==> src/rtl/seven_segment_display.sv <==
// seven_segment_display: registered 7-segment decoder with dp, blank and lamp test.
// Define SEG_COMMON_ANODE_EN for active-low (common-anode) segment polarity.
module seven_segment_display #(
  parameter int HEX_EN = 1
) (
  input  logic       clk,
  input  logic       rst_n,
  input  logic [3:0] in,
  input  logic       dp,
  input  logic       blank,
  input  logic       lamp_test,
  output logic [7:0] segment
);
`ifdef SEG_COMMON_ANODE_EN
  localparam logic [7:0] pol = 8'hFF;
`else
  localparam logic [7:0] pol = 8'h00;
`endif
  logic [6:0] glyph;
  logic [7:0] lit;
  always_comb begin
    glyph = 7'h00;
    case (in)
      4'h0: glyph = 7'h3F;
      4'h1: glyph = 7'h06;
      4'h2: glyph = 7'h5B;
      4'h3: glyph = 7'h4F;
      4'h4: glyph = 7'h66;
      4'h5: glyph = 7'h6D;
      4'h6: glyph = 7'h7D;
      4'h7: glyph = 7'h07;
      4'h8: glyph = 7'h7F;
      4'h9: glyph = 7'h6F;
      4'hA: glyph = HEX_EN != 0 ? 7'h77 : 7'h00;
      4'hB: glyph = HEX_EN != 0 ? 7'h7C : 7'h00;
      4'hC: glyph = HEX_EN != 0 ? 7'h39 : 7'h00;
      4'hD: glyph = HEX_EN != 0 ? 7'h5E : 7'h00;
      4'hE: glyph = HEX_EN != 0 ? 7'h79 : 7'h00;
      4'hF: glyph = HEX_EN != 0 ? 7'h71 : 7'h00;
    endcase
  end
  assign lit = lamp_test ? 8'hFF : blank ? 8'h00 : {dp, glyph};
  // polarity applied before the register so the output stays a pure flop
  always_ff @(posedge clk or negedge rst_n)
    if (!rst_n) segment <= pol;
    else segment <= lit ^ pol;
endmodule

==> config.mk <==
export PLATFORM = sky130hd
export DESIGN_NAME = seven_segment_display
export DESIGN_NICKNAME = d
export VERILOG_FILES = /design/src/rtl/seven_segment_display.sv
export SDC_FILE = /design/constraint.sdc
export NUM_CORES = 1
export LEC_CHECK = 0
export BUFFER_PORTS_ARGS = -buffer_cell sky130_fd_sc_hd__buf_2
export CORE_AREA = 2 2 39 41
export DETAILED_ROUTE_END_ITERATION = 7
export DIE_AREA = 0 0 41 43
export GPL_ROUTABILITY_DRIVEN = 0
export MAX_ROUTING_LAYER = met4
export PLACE_DENSITY = 0.71
export SYNTH_ARGS = -nofsm -noshare
export SYNTH_HDL_FRONTEND = slang
export SYNTH_SLANG_ARGS = --single-unit
==> constraint.sdc <==
create_clock -name clk -period 0.8 [get_ports clk]
set_clock_uncertainty 0.15 [all_clocks]
set_input_delay 0.12 -clock clk [delete_from_list [all_inputs] [get_ports clk]]
set_output_delay 0.12 -clock clk [all_outputs]
set_load 0.02 [all_outputs]
Word-level counts from Yosys, hierarchy flattened. Memory sizes are Yosys's and may differ from the RTL's. Index checks and enable logic that the tools add are counted.

Add/sub/neg operators: 0. Multipliers: 0. Div/mod/pow operators: 0. $lt $le $gt $ge: 0. Equal/unequal tests: 0. Shift operators: 0. Mux-type cells: 2. Bitwise gates (word level): 0. Reduce and logical (&&, ||, !) cells: 0.

Operators with widths (count): 8-bit two-way mux (2).

Register bits: 8. Latch bits: 0. Memory bits (writable): 0. Bits in read-only memories: 112. Bits of input ports: 9. Output and inout bits: 8. Memories kept: 1.

Memories: (name not given) (depth 16, width 7, read ports 1, clocked after Yosys merged registers in 0, wr ports 0, line 23) `case (in)`.

Logic depth before layout (Yosys ltp). Gate-level depths: netlist of run 1. An unclocked memory read counts as a cell.

Depth in word-level cells: 3. Depth in mapped cells: 5.

Least setup slack after synthesis of run 1. No wires, ideal clock.

Path kind: input to register. Start point: input port in[0]. End point: register segment[3]. Setup time: 0.131 ns. Arrival time: 1.035 ns. Data required time: 0.519 ns. Slack: -0.516 ns. Stages: 5. Path buffers: 0. Path through: inv_1 -> ha_1 -> nor2b_1 -> o21ai_0 -> or3b_1.

Longest elaborated chain between the ends: 3.

Ends and longest elaborated chain: start, declared (line 8) `input logic [3:0] in,`; memory 16 x 7 bit; 8-bit two-way mux (2 in series) (line 42) `assign lit = lamp_test ? 8'hFF : blank ? 8'h00 : {dp, glyph};`; via lit[3] (line 20) `logic [7:0] lit;`; end signal, assigned (line 45) `if (!rst_n) segment <= pol;`; end signal, assigned (line 46) `else segment <= lit ^ pol;`; end, declared (line 12) `output logic [7:0] segment`.

The timed path passes the listed nets, and every way through them passes these cells.

Final worst setup path of run 1. Same ends and word-level chain as after synthesis.

==> results.py, run 1 <==
metrics = {
    "status": {
        "outcome": "finished, violations left",
        "violations": "negative hold slack, negative setup slack",
    },
    "detailed_routing": {
        "drc": 0,
        "dr.max_layer_used": "met4",
        "antenna_left": 0,
        "wl_per_cell_um": 13.6,
        "routed_via_density": 5.03,
        "first_pass_iters": 4,
        "wl_um": 1350,
        "num_vias": 498,
        "route.met2.wl_um": 749,
        "drtIter0Drc": 4,
        "met3_length_um": 60,
        "wl_met1_um": 493,
    },
    "synthesis": {
        "synth.distinct_cells": 25,
        "synth_compound_area_frac": 0.240,
        "synth_fp_nets": 64,
        "synth_area_um2": 527,
        "synth_edf_count": 0,
        "synth_top_area_share": 0.380,
        "synth_top_area_cell": "dfrtp_1",
        "yosys-top-cells-count": "8 x dfrtp_1, 6 x ha_1, 5 x nor2b_1, 4 x a21o_1, 3 x inv_1",
        "synthFlopType": "dfrtp_1",
        "synthArstFlopShare": 1.00,
        "synth_simple_gate_area_frac": 0.143,
        "ys_warn_count": 0,
        "yosysMostFrequentCell": "dfrtp_1",
        "synth_adder_area_share": 0.143,
        "ys_seq_elements": 8,
        "synth_top_family_by_area": "compound AO/OA/AOI/OAI gates",
        "synthXorXnorAreaFrac": 0,
        "synth_cells": 49,
        "synthTopCellsByArea": "dfrtp_1 38%, ha_1 14%, nor2b_1 5.9%, a2111oi_2 5.7%, a21o_1 5.7%",
        "avgSynthCellArea_um2": 10.8,
        "ys_seq_area_frac": 0.380,
        "yosys-mux-area-fraction": 0.0428,
    },
    "pwr": {
        "powerDensity_nw_per_um2": 1180,
        "total_power_w": 0.00120,
        "cellLeakagePower_nw": 0.450,
        "peakVddDrop_mv": 0.591,
    },
    "cts": {
        "h-tree-depth": 1,
        "cts-hold-fix-buffers": 1,
        "root_buffer": "clkbuf_4",
        "cts.sinks": 8,
        "path_clk_slew_ns": 0.05,
        "cts_tree": "done",
        "numCtsBuffers": 3,
        "clock_path_buffers": 2,
    },
    "setup_path": {
        "critical_path_class": "input pin to flop",
        "crit_arrival_ns": 1.05,
        "cp_data_required_time_ns": 0.78,
        "cp_num_buf_inv": 2,
        "crit_cells": 6,
        "critPathTopFamily": "simple AND/OR/NAND/NOR gates",
        "critPathLaunch": "in[0]",
        "crit_end": "segment[3]",
        "cp_slowest_stage_delay_ns": 0.34,
        "start_kind": "input pin",
        "slowest_stage": "or3b_1",
        "cp_cell_sequence": "buf_12 -> inv_8 -> ha_4 -> nor2b_4 -> o21ai_1 -> or3b_1",
        "cp_max_fo": 4,
        "endpoint_kind": "flop",
    },
    "sta": {
        "finalSetupTns_ns": -3.07,
        "rsz0062_at_grt": "true",
        "fin_crit_ns": 1.07,
        "final-setup-viol-count": 15,
        "maxSlewHeadroom": 0.805,
        "hold_viol": 3,
        "fmax_mhz": 935,
        "setup_slack_ns": -0.269,
        "fin_hold_ws_ns": -0.0681,
        "drv_slew": 0,
        "tightest_slew_ns": 0.292,
        "finalCritPeriodShare": 1.34,
    },
    "die": {
        "initial_core_util": 0.381,
        "rows": 14,
        "dieArea_um2": 1760,
        "die_h_um": 43,
        "coreArea_um2": 1380,
        "io_pins": 17,
        "die_x_um": 41,
    },
    "layout": {
        "nFillCells": 95,
        "reg.largest.list": "segment x8",
        "final_nets": 100,
        "antenna_cells": 0,
        "largest_reg_flops": 8,
        "fin_util": 0.735,
        "regMostFlops": "segment",
        "final_area_um2": 1020,
        "synthToLayoutAreaGrowth_pct": 93.1,
        "drive_above_1_share": 0.627,
    },
    "job": {
        "maxCapViolCount": 0,
    },
    "place": {
        "dpl_cell_area_um2": 793,
        "hpwl_um": 954,
        "portBuffers": 16,
    },
    "global_route": {
        "grt_pass1_wl_um": 2180,
        "grt.overflow.total": 0,
        "grt_max_degree": 11,
        "antenna_found_initial": 0,
        "grt.total_usage": 0.187,
        "first_global_vias": 484,
    },
    "min_path": {
        "hold_class": "input pin to flop",
    },
}
## cells by family after synthesis
group / after synthesis
buffers and inverters: 5
AO/OA/AOI/OAI: 15
multiplexers: 2
AND/OR/NAND/NOR: 13
adder cells (fa/ha/maj): 6
flip-flops: 8
## cell usage in the layout (no fill, tap or decap), types with 3 or more instances in the layout
cell,Yosys,final
clkbuf_4,0,3
ha_4,0,5
buf_6,1,15
dfrtp_1,8,8
buf_2,1,5
buf_12,0,3
a21o_1,4,4
nor2b_1,5,3
buf_4,0,9
## how the worst min path moves through the flow
| stage | endpoint | from | depth (start not counted) | slack [ns] |
|---|---|---|---|---|
| final | segment[7] | dp | 2 | -0.07 |
| after global routing | segment[7] | dp | 2 | -0.06 |
| after CTS | segment[7] | dp | 2 | -0.07 |
| after detailed placement | segment[2] | rst_n | 1 | -0.18 |
| after global placement | segment[4] | rst_n | 1 | -0.19 |
| after floorplan | segment[0] | rst_n | 0 | -0.33 |
## layout make-up
type,count,area (um2),area share
timing repair buffer,33,332,0.326
sequential,8,200,0.197
inverter,3,31.3,0.0308
multi-input combinational,36,412,0.405
clock buffer,3,22.5,0.0221
tap,16,20.0,0.0197
## timing repair
action,4_1_cts,5_1_grt
resized for setup,35,6
setup endpoints to repair,15,15
endpoints found under the hold margin,11,3
pin swaps,5,7
buffers inserted,3,2
## metrics by stage
stage | cells | hold slack [ns] | setup slack (ns)
2_1_floorplan | 49 | -0.326 | -0.365
3_3_place_gp | 91 | -0.188 | -0.649
3_5_place_dp | 91 | -0.183 | -0.653
4_1_cts | 98 | -0.0728 | -0.264
5_1_grt | 99 | -0.0584 | -0.298
6_report | 99 | -0.0681 | -0.269
## routing by layer
| metal | vias to the layer above | global-route usage |
|---|---|---|
| met5 | - | - |
| met4 | 0 | 0.0800 |
| met3 | 6 | 0.0157 |
| met2 | 18 | 0.319 |
| met1 | 227 | 0.209 |
| li1 | 247 | - |
## power by group
group	switching [W]	internal, W	total, W
Combinational	0.000201	0.000256	0.000456
Clock	0.000123	0.000171	0.000293
Sequential	0.0000137	0.000435	0.000448
Total	0.000337	0.000861	0.00120
Power figures use the tool's default switching activity.
==> inputs of run 2 (changes only) <==
--- a/config.mk
+++ b/config.mk
@@ -6,12 +6,14 @@
 export NUM_CORES = 1
 export LEC_CHECK = 0
 export BUFFER_PORTS_ARGS = -buffer_cell sky130_fd_sc_hd__buf_2
-export CORE_AREA = 2 2 39 41
+export CELL_PAD_IN_SITES_DETAIL_PLACEMENT = 0
+export CELL_PAD_IN_SITES_GLOBAL_PLACEMENT = 1
+export CORE_MARGIN = 2
+export CORE_UTILIZATION = 35
 export DETAILED_ROUTE_END_ITERATION = 7
-export DIE_AREA = 0 0 41 43
 export GPL_ROUTABILITY_DRIVEN = 0
 export MAX_ROUTING_LAYER = met4
-export PLACE_DENSITY = 0.71
+export PLACE_DENSITY = 0.79
 export SYNTH_ARGS = -nofsm -noshare
 export SYNTH_HDL_FRONTEND = slang
 export SYNTH_SLANG_ARGS = --single-unit
==> results.py, run 2 (synthesis results as in run 1) <==
metrics = {
    "status": {
        "outcome": "finished, violations left",
        "violations": "negative hold slack, negative setup slack",
    },
    "sta": {
        "fin_crit_ns": 1.06,
        "final-setup-viol-count": 15,
        "setup_slack_ns": -0.261,
        "maxSlewHeadroom": 0.823,
        "tightest_slew_ns": 0.265,
        "hold_viol": 2,
        "fmax_mhz": 943,
        "finalCritPeriodShare": 1.33,
        "drv_slew": 0,
        "fin_hold_ws_ns": -0.0730,
        "rsz0062_at_grt": "true",
    },
    "detailed_routing": {
        "num_vias": 473,
        "routed_via_density": 4.93,
        "drc": 0,
        "antenna_left": 0,
        "wl_um": 1270,
        "drtIter0Drc": 5,
        "wl_per_cell_um": 13.2,
        "first_pass_iters": 4,
    },
    "die": {
        "io_pins": 17,
        "rows": 13,
        "initial_core_util": 0.390,
        "coreArea_um2": 1350,
        "die_h_um": 42.8,
        "dieArea_um2": 1830,
        "die_x_um": 42.8,
    },
    "layout": {
        "synthToLayoutAreaGrowth_pct": 80.5,
        "fin_util": 0.704,
        "layout_common_cells": "13 x buf_4, 10 x buf_6, 8 x dfrtp_1, 5 x buf_2",
        "reg.largest.list": "segment x8",
        "finalNonFillerCells": 96,
        "final_nets": 98,
        "final_common_cell": "buf_4",
        "drive_above_1_share": 0.617,
        "antenna_cells": 0,
        "regMostFlops": "segment",
        "largest_reg_flops": 8,
    },
    "global_route": {
        "grt.overflow.total": 0,
        "grt_max_degree": 11,
        "grt.total_usage": 0.165,
        "antenna_found_initial": 0,
        "grt_pass1_wl_um": 2250,
        "first_global_vias": 482,
    },
    "setup_path": {
        "slowest_stage": "or3b_1",
        "cp_cell_sequence": "buf_12 -> inv_12 -> ha_4 -> nor2b_4 -> o21ai_1 -> or3b_1",
        "cp_slowest_stage_delay_ns": 0.34,
        "cp_num_buf_inv": 2,
        "critical_path_class": "input pin to flop",
        "cp_max_fo": 4,
        "cp_data_required_time_ns": 0.78,
        "critPathTopFamily": "simple AND/OR/NAND/NOR gates",
        "start_kind": "input pin",
        "crit_arrival_ns": 1.04,
        "endpoint_kind": "flop",
    },
    "place": {
        "portBuffers": 16,
        "dp_cells": 92,
        "post-place-ws_ns": -0.636,
        "hpwl_um": 956,
    },
    "cts": {
        "numCtsBuffers": 3,
        "clock_path_buffers": 2,
        "cts.sinks": 8,
        "path_clk_slew_ns": 0.05,
        "h-tree-depth": 1,
        "postCtsSetupBuffers": 0,
        "cts-hold-fix-buffers": 1,
        "root_buffer": "clkbuf_4",
        "cts_tree": "done",
    },
    "pwr": {
        "comb_power_share": 0.358,
        "p_seq_frac": 0.386,
        "cellLeakagePower_nw": 0.423,
        "powerDensity_nw_per_um2": 1220,
        "peakVddDrop_mv": 0.564,
        "p_sw_w": 0.000327,
        "switching_share": 0.282,
        "internal_power_w": 0.000834,
        "p_clk_frac": 0.255,
    },
    "min_path": {
        "hold_class": "input pin to flop",
    },
    "job": {
        "maxCapViolCount": 0,
    },
}
==> run 2: cell types whose count changed in the layout (fill, tap and decap cells not counted), sizes merged <==
cell,change
buf,-2
==> run 2: final timing paths <==
check / from / slack, ns / end / cells past startpoint
setup / recovery: in[1] / -0.26 / segment[3] / 6
hold / removal: dp / -0.07 / segment[7] / 2
max in group asynchronous: rst_n / 0.25 / segment[7] / 2
min in group asynchronous: rst_n / 0.09 / segment[5] / 2
==> run 2: repair_timing <==
item / 4_1_cts / 5_1_grt
endpoints found under the setup margin: 15 / 15
pin swaps: 3 / 5
resized for setup: 34 / 0
hold endpoints to repair: 11 / 2
==> run 2: routing by layer <==
metal | GRT usage | vias up | share of wire
met3 | 0.0170 | 0 | 0.048
met4 | 0.0563 | 0 | 0
li1 | - | 242 | -
met2 | 0.276 | 13 | 0.50
met5 | - | - | 0
met1 | 0.206 | 218 | 0.45
==> run 2: layout make-up <==
type / count / area, um2
tap: 15 / 18.8
fill: 96 / 399
clock buffer: 3 / 22.5
sequential: 8 / 200
inverter: 3 / 31.3
multi-input combinational: 36 / 393
timing repair buffer: 31 / 285
==> run 2: through the flow <==
step	TNS, ns	area [um2]	power [W]
2_1_floorplan	-1.46	621	0.000638
3_3_place_gp	-3.94	795	0.000783
3_5_place_dp	-3.92	795	0.000784
4_1_cts	-2.89	951	0.00117
5_1_grt	-3.26	951	0.00122
6_report	-2.94	951	0.00116
==> run 2: power groups by stage <==
stage               clock [W]  sequential [W]  combinational [W]
global placement            0        0.000447           0.000336
detailed placement          0        0.000447           0.000337
floorplan                   0        0.000488           0.000150
global route         0.000319        0.000450           0.000449
finish               0.000297        0.000448           0.000416
CTS                  0.000307        0.000448           0.000415
==> inputs of run 3 (changes only) <==
--- a/config.mk
+++ b/config.mk
@@ -9,11 +9,12 @@
 export CELL_PAD_IN_SITES_DETAIL_PLACEMENT = 0
 export CELL_PAD_IN_SITES_GLOBAL_PLACEMENT = 1
 export CORE_MARGIN = 2
-export CORE_UTILIZATION = 35
+export CORE_UTILIZATION = 38
+export CTS_BUF_LIST = sky130_fd_sc_hd__clkbuf_2
 export DETAILED_ROUTE_END_ITERATION = 7
 export GPL_ROUTABILITY_DRIVEN = 0
 export MAX_ROUTING_LAYER = met4
-export PLACE_DENSITY = 0.79
+export PLACE_DENSITY = 0.85
 export SYNTH_ARGS = -nofsm -noshare
 export SYNTH_HDL_FRONTEND = slang
 export SYNTH_SLANG_ARGS = --single-unit
==> results.py, run 3 (synthesis results as in run 1) <==
metrics = {
    "status": {
        "outcome": "finished, violations left",
        "violations": "negative hold slack, negative setup slack",
    },
    "detailed_routing": {
        "antenna_left": 0,
        "drc": 0,
        "wl_per_cell_um": 13.7,
        "num_vias": 505,
        "route.met2.wl_um": 789,
        "wl_um": 1370,
        "routed_via_density": 5.05,
        "wl_met1_um": 499,
        "drtIter0Drc": 5,
        "dr.max_layer_used": "met4",
        "met3_length_um": 57,
        "first_pass_iters": 4,
    },
    "sta": {
        "fin_crit_ns": 1.12,
        "hold_viol": 3,
        "setup_slack_ns": -0.323,
        "fin_hold_ws_ns": -0.0482,
        "tightest_slew_ns": 0.281,
        "finalCritPeriodShare": 1.40,
        "drv_slew": 0,
        "rsz0062_at_grt": "true",
        "maxSlewHeadroom": 0.812,
        "fmax_mhz": 891,
        "final-setup-viol-count": 15,
    },
    "layout": {
        "layout_common_cells": "17 x buf_4, 9 x buf_6, 8 x dfrtp_1, 6 x buf_2",
        "seqCellArea_um2": 200,
        "synthToLayoutAreaGrowth_pct": 88.4,
        "antenna_cells": 0,
        "reg.largest.list": "segment x8",
        "multi_input_area_um2": 418,
        "drive_above_1_share": 0.671,
        "nFillCells": 90,
        "final_common_cell": "buf_4",
        "final_nets": 102,
        "regMostFlops": "segment",
        "largest_reg_flops": 8,
    },
    "job": {
        "maxCapViolCount": 0,
    },
    "die": {
        "io_pins": 17,
        "dieArea_um2": 1700,
        "rows": 13,
        "die_h_um": 41.2,
        "die_x_um": 41.2,
        "initial_core_util": 0.405,
        "coreArea_um2": 1300,
    },
    "pwr": {
        "peakVddDrop_mv": 0.496,
        "powerDensity_nw_per_um2": 1130,
        "cellLeakagePower_nw": 0.447,
    },
    "cts": {
        "clock_path_buffers": 2,
        "cts-hold-fix-buffers": 1,
        "path_clk_slew_ns": 0.07,
        "root_buffer": "clkbuf_2",
        "h-tree-depth": 1,
        "cts.sinks": 8,
        "cts_tree": "done",
        "numCtsBuffers": 3,
    },
    "global_route": {
        "grt.total_usage": 0.200,
        "first_global_vias": 497,
        "grt_pass1_wl_um": 2090,
        "grt_max_degree": 9,
        "antenna_found_initial": 0,
        "grt.overflow.total": 0,
    },
    "place": {
        "post-place-ws_ns": -0.676,
        "hpwl_um": 980,
        "portBuffers": 16,
    },
    "min_path": {
        "hold_class": "input pin to flop",
    },
    "setup_path": {
        "critical_path_class": "input pin to flop",
        "cp_data_required_time_ns": 0.75,
        "start_kind": "input pin",
        "crit_arrival_ns": 1.07,
        "endpoint_kind": "flop",
        "cp_max_fo": 4,
    },
}
-- run 3: cell count changes in the layout (fill, tap and decap cells not counted), sizes merged --
cell  delta
buf      +4
-- run 3: critical path: stages --
cell and delay, ns:
buf_12 0.12, inv_12 0.05, ha_4 0.19, nor2b_4 0.13, o21ai_2 0.10, or3b_1 0.36
-- run 3: path summary, 6_finish.rpt --
kind / startpoint / to / slack [ns] / cells past startpoint
hold / removal: dp / segment[7] / -0.05 / 2
max in group asynchronous: rst_n / segment[2] / 0.23 / 2
setup / recovery: in[1] / segment[3] / -0.32 / 6
min in group asynchronous: rst_n / segment[4] / 0.11 / 2
-- run 3: timing repair --
action	in CTS	in global routing
gates cloned	0	0
setup buffers	2	0
hold endpoints to repair	11	3
resized for setup	34	3
pin swaps	5	1
endpoints found under the setup margin	15	15
-- run 3: area by class of cell --
class                           count  share of cell area
Sequential cell                     8               0.202
Timing Repair Buffer               35               0.311
Inverter                            3              0.0315
Clock buffer                        3              0.0151
Multi-Input combinational cell     36               0.421
Tap cell                           15              0.0189
-- run 3: layer usage --
metal	vias to the layer above	GRT usage
li1	250	-
met1	237	0.192
met2	16	0.387
met3	2	0.0163
met4	0	0.105
met5	-	-
-- run 3: stage by stage --
stage | util | TNS [ns] | instance area (um2) | std cells | total power, W
5_1_grt | 0.763 | -3.48 | 992 | 100 | 0.00120
3_3_place_gp | 0.622 | -3.94 | 810 | 94 | 0.000785
2_1_floorplan | - | -1.46 | 621 | 49 | 0.000638
4_1_cts | 0.748 | -3.02 | 973 | 100 | 0.00112
3_5_place_dp | 0.622 | -4.01 | 810 | 94 | 0.000791
6_report | 0.763 | -3.06 | 992 | 100 | 0.00113
-- run 3: where the power goes --
group	switching [W]	internal, W	leakage [nW]	total [W]
registers	0.0000131	0.000433	0.0860	0.000447
clock network	0.000121	0.000102	0.0125	0.000224
logic	0.000204	0.000252	0.348	0.000456
total	0.000338	0.000787	0.447	0.00113
